### src/rtl/three_color_light_pkg.sv
// Shared definitions for the three-colour indicator controller.
//   mode_e          : six colour modes, 3-bit encoding 0..5
//   LED_*           : bit positions inside the 4-bit LED output
//   *_DEF           : default timing parameters for a 50 MHz clock
//   mode_next/prev  : cyclic mode stepping
//   mode_leds       : colour LED pattern for a mode and blink phase
package three_color_light_pkg;

  localparam int unsigned DEBOUNCE_CYCLES_DEF = 50_000;      // 1 ms
  localparam int unsigned BLINK_HALF_DEF      = 12_500_000;  // 0.25 s

  localparam int unsigned LED_RED   = 0;
  localparam int unsigned LED_GREEN = 1;
  localparam int unsigned LED_BLUE  = 2;
  localparam int unsigned LED_IND   = 3;

  typedef enum logic [2:0] {
    MODE_OFF   = 3'd0,
    MODE_RED   = 3'd1,
    MODE_GREEN = 3'd2,
    MODE_BLUE  = 3'd3,
    MODE_WHITE = 3'd4,
    MODE_FLASH = 3'd5
  } mode_e;

  function automatic mode_e mode_next(input mode_e m);
    case (m)
      MODE_OFF:   return MODE_RED;
      MODE_RED:   return MODE_GREEN;
      MODE_GREEN: return MODE_BLUE;
      MODE_BLUE:  return MODE_WHITE;
      MODE_WHITE: return MODE_FLASH;
      default:    return MODE_OFF;
    endcase
  endfunction

  function automatic mode_e mode_prev(input mode_e m);
    case (m)
      MODE_OFF:   return MODE_FLASH;
      MODE_RED:   return MODE_OFF;
      MODE_GREEN: return MODE_RED;
      MODE_BLUE:  return MODE_GREEN;
      MODE_WHITE: return MODE_BLUE;
      default:    return MODE_WHITE;
    endcase
  endfunction

  function automatic logic [2:0] mode_leds(input mode_e m, input logic blink);
    logic [2:0] l;
    l = '0;
    case (m)
      MODE_RED:   l[LED_RED]   = 1'b1;
      MODE_GREEN: l[LED_GREEN] = 1'b1;
      MODE_BLUE:  l[LED_BLUE]  = 1'b1;
      MODE_WHITE: l = '1;
      MODE_FLASH: l = {3{blink}};
      default:    l = '0;
    endcase
    return l;
  endfunction

endpackage

### src/rtl/three_color_light_key_debounce.sv
// Per-key input conditioning: two-flop synchroniser, debounce counter and a
// one-cycle pulse on the debounced rising edge.
//   clk_i   : clock
//   rst_ni  : synchronous active-low reset
//   key_i   : raw asynchronous key level, active-high
//   press_o : one-cycle pulse when the debounced level goes 0->1
module key_debounce
  import three_color_light_pkg::*;
#(
  parameter int unsigned DEBOUNCE_CYCLES = DEBOUNCE_CYCLES_DEF
) (
  input  logic clk_i,
  input  logic rst_ni,
  input  logic key_i,
  output logic press_o
);

  localparam int unsigned CW = (DEBOUNCE_CYCLES > 1) ? $clog2(DEBOUNCE_CYCLES) : 1;
  localparam logic [CW-1:0] CNT_LAST = CW'(DEBOUNCE_CYCLES - 1);

  logic          sync1_q, sync2_q;
  logic [CW-1:0] cnt_q, cnt_d;
  logic          level_q, level_d;
  logic          press_q, press_d;

  // The counter only runs while the synchronised level disagrees with the
  // accepted level; any agreement restarts it, so short glitches never land.
  always_comb begin
    cnt_d   = cnt_q;
    level_d = level_q;
    if (sync2_q == level_q) begin
      cnt_d = '0;
    end else if (cnt_q == CNT_LAST) begin
      level_d = sync2_q;
      cnt_d   = '0;
    end else begin
      cnt_d = cnt_q + CW'(1);
    end
    press_d = level_d & ~level_q;
  end

  always_ff @(posedge clk_i) begin
    if (!rst_ni) begin
      sync1_q <= 1'b0;
      sync2_q <= 1'b0;
      cnt_q   <= '0;
      level_q <= 1'b0;
      press_q <= 1'b0;
    end else begin
      sync1_q <= key_i;
      sync2_q <= sync1_q;
      cnt_q   <= cnt_d;
      level_q <= level_d;
      press_q <= press_d;
    end
  end

  assign press_o = press_q;

endmodule

### src/rtl/three_color_light.sv
// Three-colour indicator controller: two debounced buttons step a six-mode
// colour machine; LED[3] toggles on every accepted single press.
//   Sys_CLK : 50 MHz clock, rising edge
//   Sys_RST : synchronous active-low reset
//   Key[0]  : next mode, Key[1] : previous mode (active-high)
//   LED     : registered, active-high; [0] red [1] green [2] blue [3] press
module three_color_light
  import three_color_light_pkg::*;
#(
  parameter int unsigned DEBOUNCE_CYCLES = DEBOUNCE_CYCLES_DEF,
  parameter int unsigned BLINK_HALF      = BLINK_HALF_DEF
) (
  input  logic       Sys_CLK,
  input  logic       Sys_RST,
  input  logic [1:0] Key,
  output logic [3:0] LED
);

  localparam int unsigned BW = (BLINK_HALF > 1) ? $clog2(BLINK_HALF) : 1;
  localparam logic [BW-1:0] BLINK_LAST = BW'(BLINK_HALF - 1);

  logic press_next, press_prev;

  key_debounce #(.DEBOUNCE_CYCLES(DEBOUNCE_CYCLES)) u_key_next (
    .clk_i   (Sys_CLK),
    .rst_ni  (Sys_RST),
    .key_i   (Key[0]),
    .press_o (press_next)
  );

  key_debounce #(.DEBOUNCE_CYCLES(DEBOUNCE_CYCLES)) u_key_prev (
    .clk_i   (Sys_CLK),
    .rst_ni  (Sys_RST),
    .key_i   (Key[1]),
    .press_o (press_prev)
  );

  mode_e         mode_q, mode_d;
  logic [BW-1:0] blink_cnt_q, blink_cnt_d;
  logic          blink_q, blink_d;
  logic [3:0]    led_q, led_d;
  logic          ind_d;

  always_comb begin
    mode_d = mode_q;
    ind_d  = led_q[LED_IND];
    if (press_next ^ press_prev) begin
      mode_d = press_next ? mode_next(mode_q) : mode_prev(mode_q);
      ind_d  = ~led_q[LED_IND];
    end

    // Held at count 0 / phase lit outside FLASH, so entry starts lit.
    if (mode_q != MODE_FLASH) begin
      blink_cnt_d = '0;
      blink_d     = 1'b1;
    end else if (blink_cnt_q == BLINK_LAST) begin
      blink_cnt_d = '0;
      blink_d     = ~blink_q;
    end else begin
      blink_cnt_d = blink_cnt_q + BW'(1);
      blink_d     = blink_q;
    end

    // LEDs are computed from next-state so they change with the mode register.
    led_d = {ind_d, mode_leds(mode_d, blink_d)};
  end

  always_ff @(posedge Sys_CLK) begin
    if (!Sys_RST) begin
      mode_q      <= MODE_OFF;
      blink_cnt_q <= '0;
      blink_q     <= 1'b1;
      led_q       <= '0;
    end else begin
      mode_q      <= mode_d;
      blink_cnt_q <= blink_cnt_d;
      blink_q     <= blink_d;
      led_q       <= led_d;
    end
  end

  assign LED = led_q;

endmodule

### config.mk
export PLATFORM = sky130hd
export DESIGN_NAME = three_color_light
export DESIGN_NICKNAME = d
export VERILOG_FILES = /design/src/rtl/three_color_light_pkg.sv /design/src/rtl/three_color_light_key_debounce.sv /design/src/rtl/three_color_light.sv
export SDC_FILE = /design/constraint.sdc
export NUM_CORES = 1
export LEC_CHECK = 0
export ABC_CLOCK_PERIOD_IN_PS = 4200
export BUFFER_PORTS_ARGS = -buffer_cell sky130_fd_sc_hd__buf_2
export CORE_MARGIN = 4
export CORE_UTILIZATION = 45
export DETAILED_ROUTE_END_ITERATION = 10
export GPL_ROUTABILITY_DRIVEN = 0
export PLACE_DENSITY = 0.57
export SETUP_SLACK_MARGIN = 0.5
export SYNTH_ARGS = -nofsm -noshare
export SYNTH_HDL_FRONTEND = slang
export SYNTH_SLANG_ARGS = --single-unit
### constraint.sdc
create_clock -name Sys_CLK -period 4.2 [get_ports Sys_CLK]
set_input_delay 1.26 -clock Sys_CLK [delete_from_list [all_inputs] [get_ports Sys_CLK]]
set_output_delay 1.26 -clock Sys_CLK [all_outputs]
set_load 0.05 [all_outputs]
; ---- Word level (Yosys, flattened, before mapping)
; Index checks and enable logic that the tools add are counted.
[word_totals]
regBits = 72
[op_classes]
addsub = 3
eq_ne = 15
n_mux = 13
bitwise_logic = 8
reduce_logical = 7
[op_table]
columns = op, count
row1 = $add A16 B1 Y16 const B, 2
row2 = $eq A16 B16 Y1 const B, 2
row3 = $pmux W3 S5, 2
row4 = $add A24 B1 Y24 const B, 1
row5 = $eq A24 B24 Y1 const B, 1
row6 = $eq A3 B2 Y1 const B, 4
row7 = $eq A3 B3 Y1 const B, 3
row8 = $reduce_or A3 Y1, 3
row9 = $eq A3 B1 Y1 const B, 2
row10 = $mux W1, 6
row11 = $mux W3, 2
row12 = $pmux W1 S2, 3
row13 = $reduce_or A2 Y1, 3
row14 = $not A1 Y1, 5
row15 = $logic_not A3 Y1, 1
row16 = $ne A3 B3 Y1 const B, 1
row17 = $and A1 B1 Y1, 2
row18 = $eq A1 B1 Y1, 2
row19 = $xor A1 B1 Y1, 1

; ---- Longest topological paths before layout
[logic_depth]
word_depth = 7
ltp_mapped = 6
depth_no_buf = 5

; ---- By module
; A second synthesis with hierarchy kept.
[hier_totals]
cells_unflattened = 377
area_unflattened_um2 = 3434.5
[modules_own_cells]
columns = module, n_inst, cells_each, area_per_inst_um2
row1 = key_debounce, 2, 91, 887.1
row2 = three_color_light, 1, 195, 1660.3

; ---- Worst setup path before layout
; OpenSTA, ideal clock, no wires.
[synth_path]
path_type = input -> register
from = in Sys_RST
to = reg blink_cnt_q[10]
setup_time_ns = 0.117
arrival_time_ns = 1.908
t_required_ns = 4.083
setup_slack_ns = 2.175
stages = 4
path_buffers = 1
path_cell_list = and4b_1 -> o21ai_1 -> buf_2 -> nor2_1
[synth_via]
elab_chain_len = 2
[synth_lines]
columns = item, line_no
row1 = from (decl), three_color_light.sv:14  ; input logic Sys_RST,
row2 = $not A1 Y1 (no source line), n/a
row3 = $reduce_or A3 Y1 (no source line), n/a
row4 = to (signal assigned), three_color_light.sv:76  ; blink_cnt_q <= blink_cnt_d;
row5 = to (decl), three_color_light.sv:39  ; logic [BW-1:0] blink_cnt_q, blink_cnt_d;
; Every way passes these cells.
; A chain may end at the register's enable or synchronous reset.

; ---- Worst setup path in the final report
[layout_path]
from = reg led_q[3] (netlist: LED[3])
to = out LED[3]
[layout_lines]
columns = item, line_no
row1 = from (decl), three_color_light.sv:41  ; logic [3:0] led_q, led_d;
row2 = from (signal assigned), three_color_light.sv:78  ; led_q <= led_d;
row3 = to (decl), three_color_light.sv:16  ; output logic [3:0] LED
; No word-level cell between the ends.

==> out/metrics.cfg <==
[status]
outcome = completed

[power]
power_mw = 1.43
p_per_area_nw_per_um2 = 380
power_leakage_nw = 1.17
ir_worst_vdd_mv = 0.161

[timing]
drv_slew = 0
finalCritPeriodShare_pct = 53.0
finalHoldViolCount = 0
period_minus_slack_ns = 2.23
worstMarginPinSlew_ns = 0.625
setup_viol = 0
skew_ns = 0.00966
tns_ns = 0
fmax_ghz = 0.449
grt_setup_unrepaired = false
slew_headroom_pct = 58.3

[worst_setup_path]
slowest_delay_ns = 0.35
path_cells = buf_2
path_max_fanout = 2
cp_num_buf_inv = 1
path_delay_family = flip-flops
r2r_cells = 5
start_kind = register
reg2reg_to = u_key_next.cnt_q[5]$_SDFF_PP0_
arrival_ns = 0.97
crit_required_ns = 2.94
crit_slowest_cell = dfxtp_1
timing.rr.start = u_key_next.cnt_q[0]$_SDFF_PP0_
critPathKind = register to output port
rrSetupSlack_ns = 2.11
cp-end-kind = output port
cp.depth = 1

[floorplan]
die_x_um = 95.0
die-area_sq_um = 9030
die_h_um = 95.0
core_sq_um = 7290
rows = 31
initial_core_util_pct = 46.7
pin_count = 8

[clocking]
htree_levels = 3
cts_resized = 0
root_buffer = clkbuf_8
cts_num_sinks = 72
cts_hold_buf = 0
clk_pin_slew_ns = 0.08
cts_buffers = 9
cts_tree = built
post_cts_buffers = 0
clkLatencyLatePin_ns = 0.35
clockBufferDepth = 2

[route]
wl_met3_um = 175
top_layer_used = met4
drt_iter0_markers = 103
dr.pass1.iters = 4
wl_met1_um = 3370
route.detailed.drc = 0
vias = 2703
wl_per_cell_um = 12.9
postRouteAntennaNets = 0
met2_length_um = 2760
viasPerCell = 5.38
routed_wl_um = 6450

[cells_and_area]
area_growth_syn_to_layout_pct = 10.2
final_layout_size_suffix_gt1_share_pct = 7.20
finalNetCount = 405
diodes = 0

[synthesis]
synthCells = 399
yosys_warnings = 0
synth.distinct_cells = 45
syn_avg_cell_area_sq_um = 8.54
ys.flop_type = dfxtp_1
syn_area_sq_um = 3410
synth_top_cell_area_share_pct = 42.3
synth_common_cells = 72 x dfxtp_1, 54 x nor2_1, 23 x xnor2_1, 22 x nand3_1
yosys-top-cells-area = dfxtp_1 42%, nor2_1 5.9%, xnor2_1 5.9%, xor2_1 4.9%, nand3_1 3.2%
yosysTopAreaCell = dfxtp_1
yosysSeqAreaShare_pct = 42.3
async_flop_share_pct = 0
yosysMostFrequentCell = dfxtp_1
synth-edff-count = 0
synth_nets = 406
ys_ff_latch = 72

[placement]
port_buffers = 7
dp.final_hpwl_um = 4290

[global_routing]
grt_pass1_wl_um = 11200
grt.total_usage_pct = 15.5
grt_start_max_net_pins = 25
gr-total-overflow = 0
antenna_found_initial = 0
grt_pass1_vias = 2429

[worst_hold_path]
holdPathStages = 1
hp-class = register to register
hp-start = u_key_prev.sync1_q$_SDFF_PN0_
holdPathEnd = u_key_prev.sync2_q$_SDFF_PN0_

[run]
maxCapViolCount = 0

-- worst max-delay path by stage --
stage / startpoint / to / slack, ns
floorplan: Sys_RST / blink_cnt_q[10]$_SDFF_PP0_ / 2.17
global placement: Sys_RST / u_key_prev.cnt_q[15]$_SDFF_PP0_ / 1.94
detailed placement: Sys_RST / u_key_prev.cnt_q[14]$_SDFF_PP0_ / 1.91
CTS: LED[1]$_SDFF_PN0_ / LED[1] / 1.95
global route: LED[3]$_SDFFE_PN0N_ / LED[3] / 1.93
finish: LED[3]$_SDFFE_PN0N_ / LED[3] / 1.97
-- through the flow --
stage | hold WS, ns | worst slack [ns] | cell area (sq um) | utilization [%] | instances
final | 0.438 | 1.97 | 3760 | 51.5 | 502
after global routing | 0.456 | 1.93 | 3760 | 51.5 | 502
after CTS | 0.437 | 1.95 | 3760 | 51.5 | 502
after detailed placement | 0.420 | 1.91 | 3490 | 47.8 | 486
after global placement | 0.415 | 1.94 | 3490 | 47.8 | 486
after floorplan | 0.412 | 2.17 | 3410 | - | 399
-- registers in the layout (all words and copies together) (netlist names) --
signal / flops
u_key_prev.cnt_q: 16
u_key_prev.level_q: 1
blink_cnt_q: 24
blink_q: 1
u_key_next.cnt_q: 16
u_key_prev.sync1_q: 1
u_key_prev.sync2_q: 1
u_key_next.press_o: 1
mode_q: 3
u_key_next.sync2_q: 1
u_key_prev.press_o: 1
u_key_next.sync1_q: 1
u_key_next.level_q: 1
LED: 4
-- final cells by class --
cell class	count	area, sq um
Tap cell	99	124
Inverter	13	48.8
Multi-Input combinational cell	294	1830
Fill cell	721	3540
Timing Repair Buffer	8	42.5
Sequential cell	72	1440
Clock buffer	10	138
Clock inverter	6	130
-- kinds of logic after synthesis --
| family | share of synthesized area [%] |
|---|---|
| and+or+nand+nor | 32.0 |
| DFF | 42.3 |
| AOI/OAI and AO/OA | 9.59 |
| xor gates and xnor gates | 10.8 |
| buffers and inverters | 3.93 |
| adders and majority gates | 1.10 |
| muxes | 0.294 |
-- metal layers --
metal,vias up,global-route usage [%]
met1,1241,21.2
met3,14,2.84
met2,32,23.4
li1,1416,-
met4,0,7.93
met5,-,0
-- cell usage in the layout, fill, tap and decap left out, types with 2 or more instances in the layout --
master and instances:
or4_1 6, dfxtp_1 72, and4_1 4, clkinv_2 2, a21oi_1 19, nand3b_1 2, inv_1 13, xor2_1 19
o32ai_1 2, nor4b_1 7, and3_1 7, o21a_1 2, nor4_1 11, a211oi_1 2, nor4bb_1 2, xnor2_1 23
nand3_1 22, bufinv_16 4, nand4_1 15, o21ai_0 14, or3_1 12, buf_2 7, nand2b_1 4, nor2_1 54
nand2_1 18, clkbuf_8 10, and2_1 10, nand4b_1 2, and4b_1 4, nor3_1 8, o31ai_1 8, ha_1 3
-- where the power goes --
group | leakage [nW] | internal (mW) | switching, mW
Combinational | 0.454 | 0.00337 | 0.00651
Sequential | 0.581 | 0.684 | 0.00127
Clock | 0.136 | 0.469 | 0.262
Total | 1.17 | 1.16 | 0.270
(Power assumes the default switching activity.)
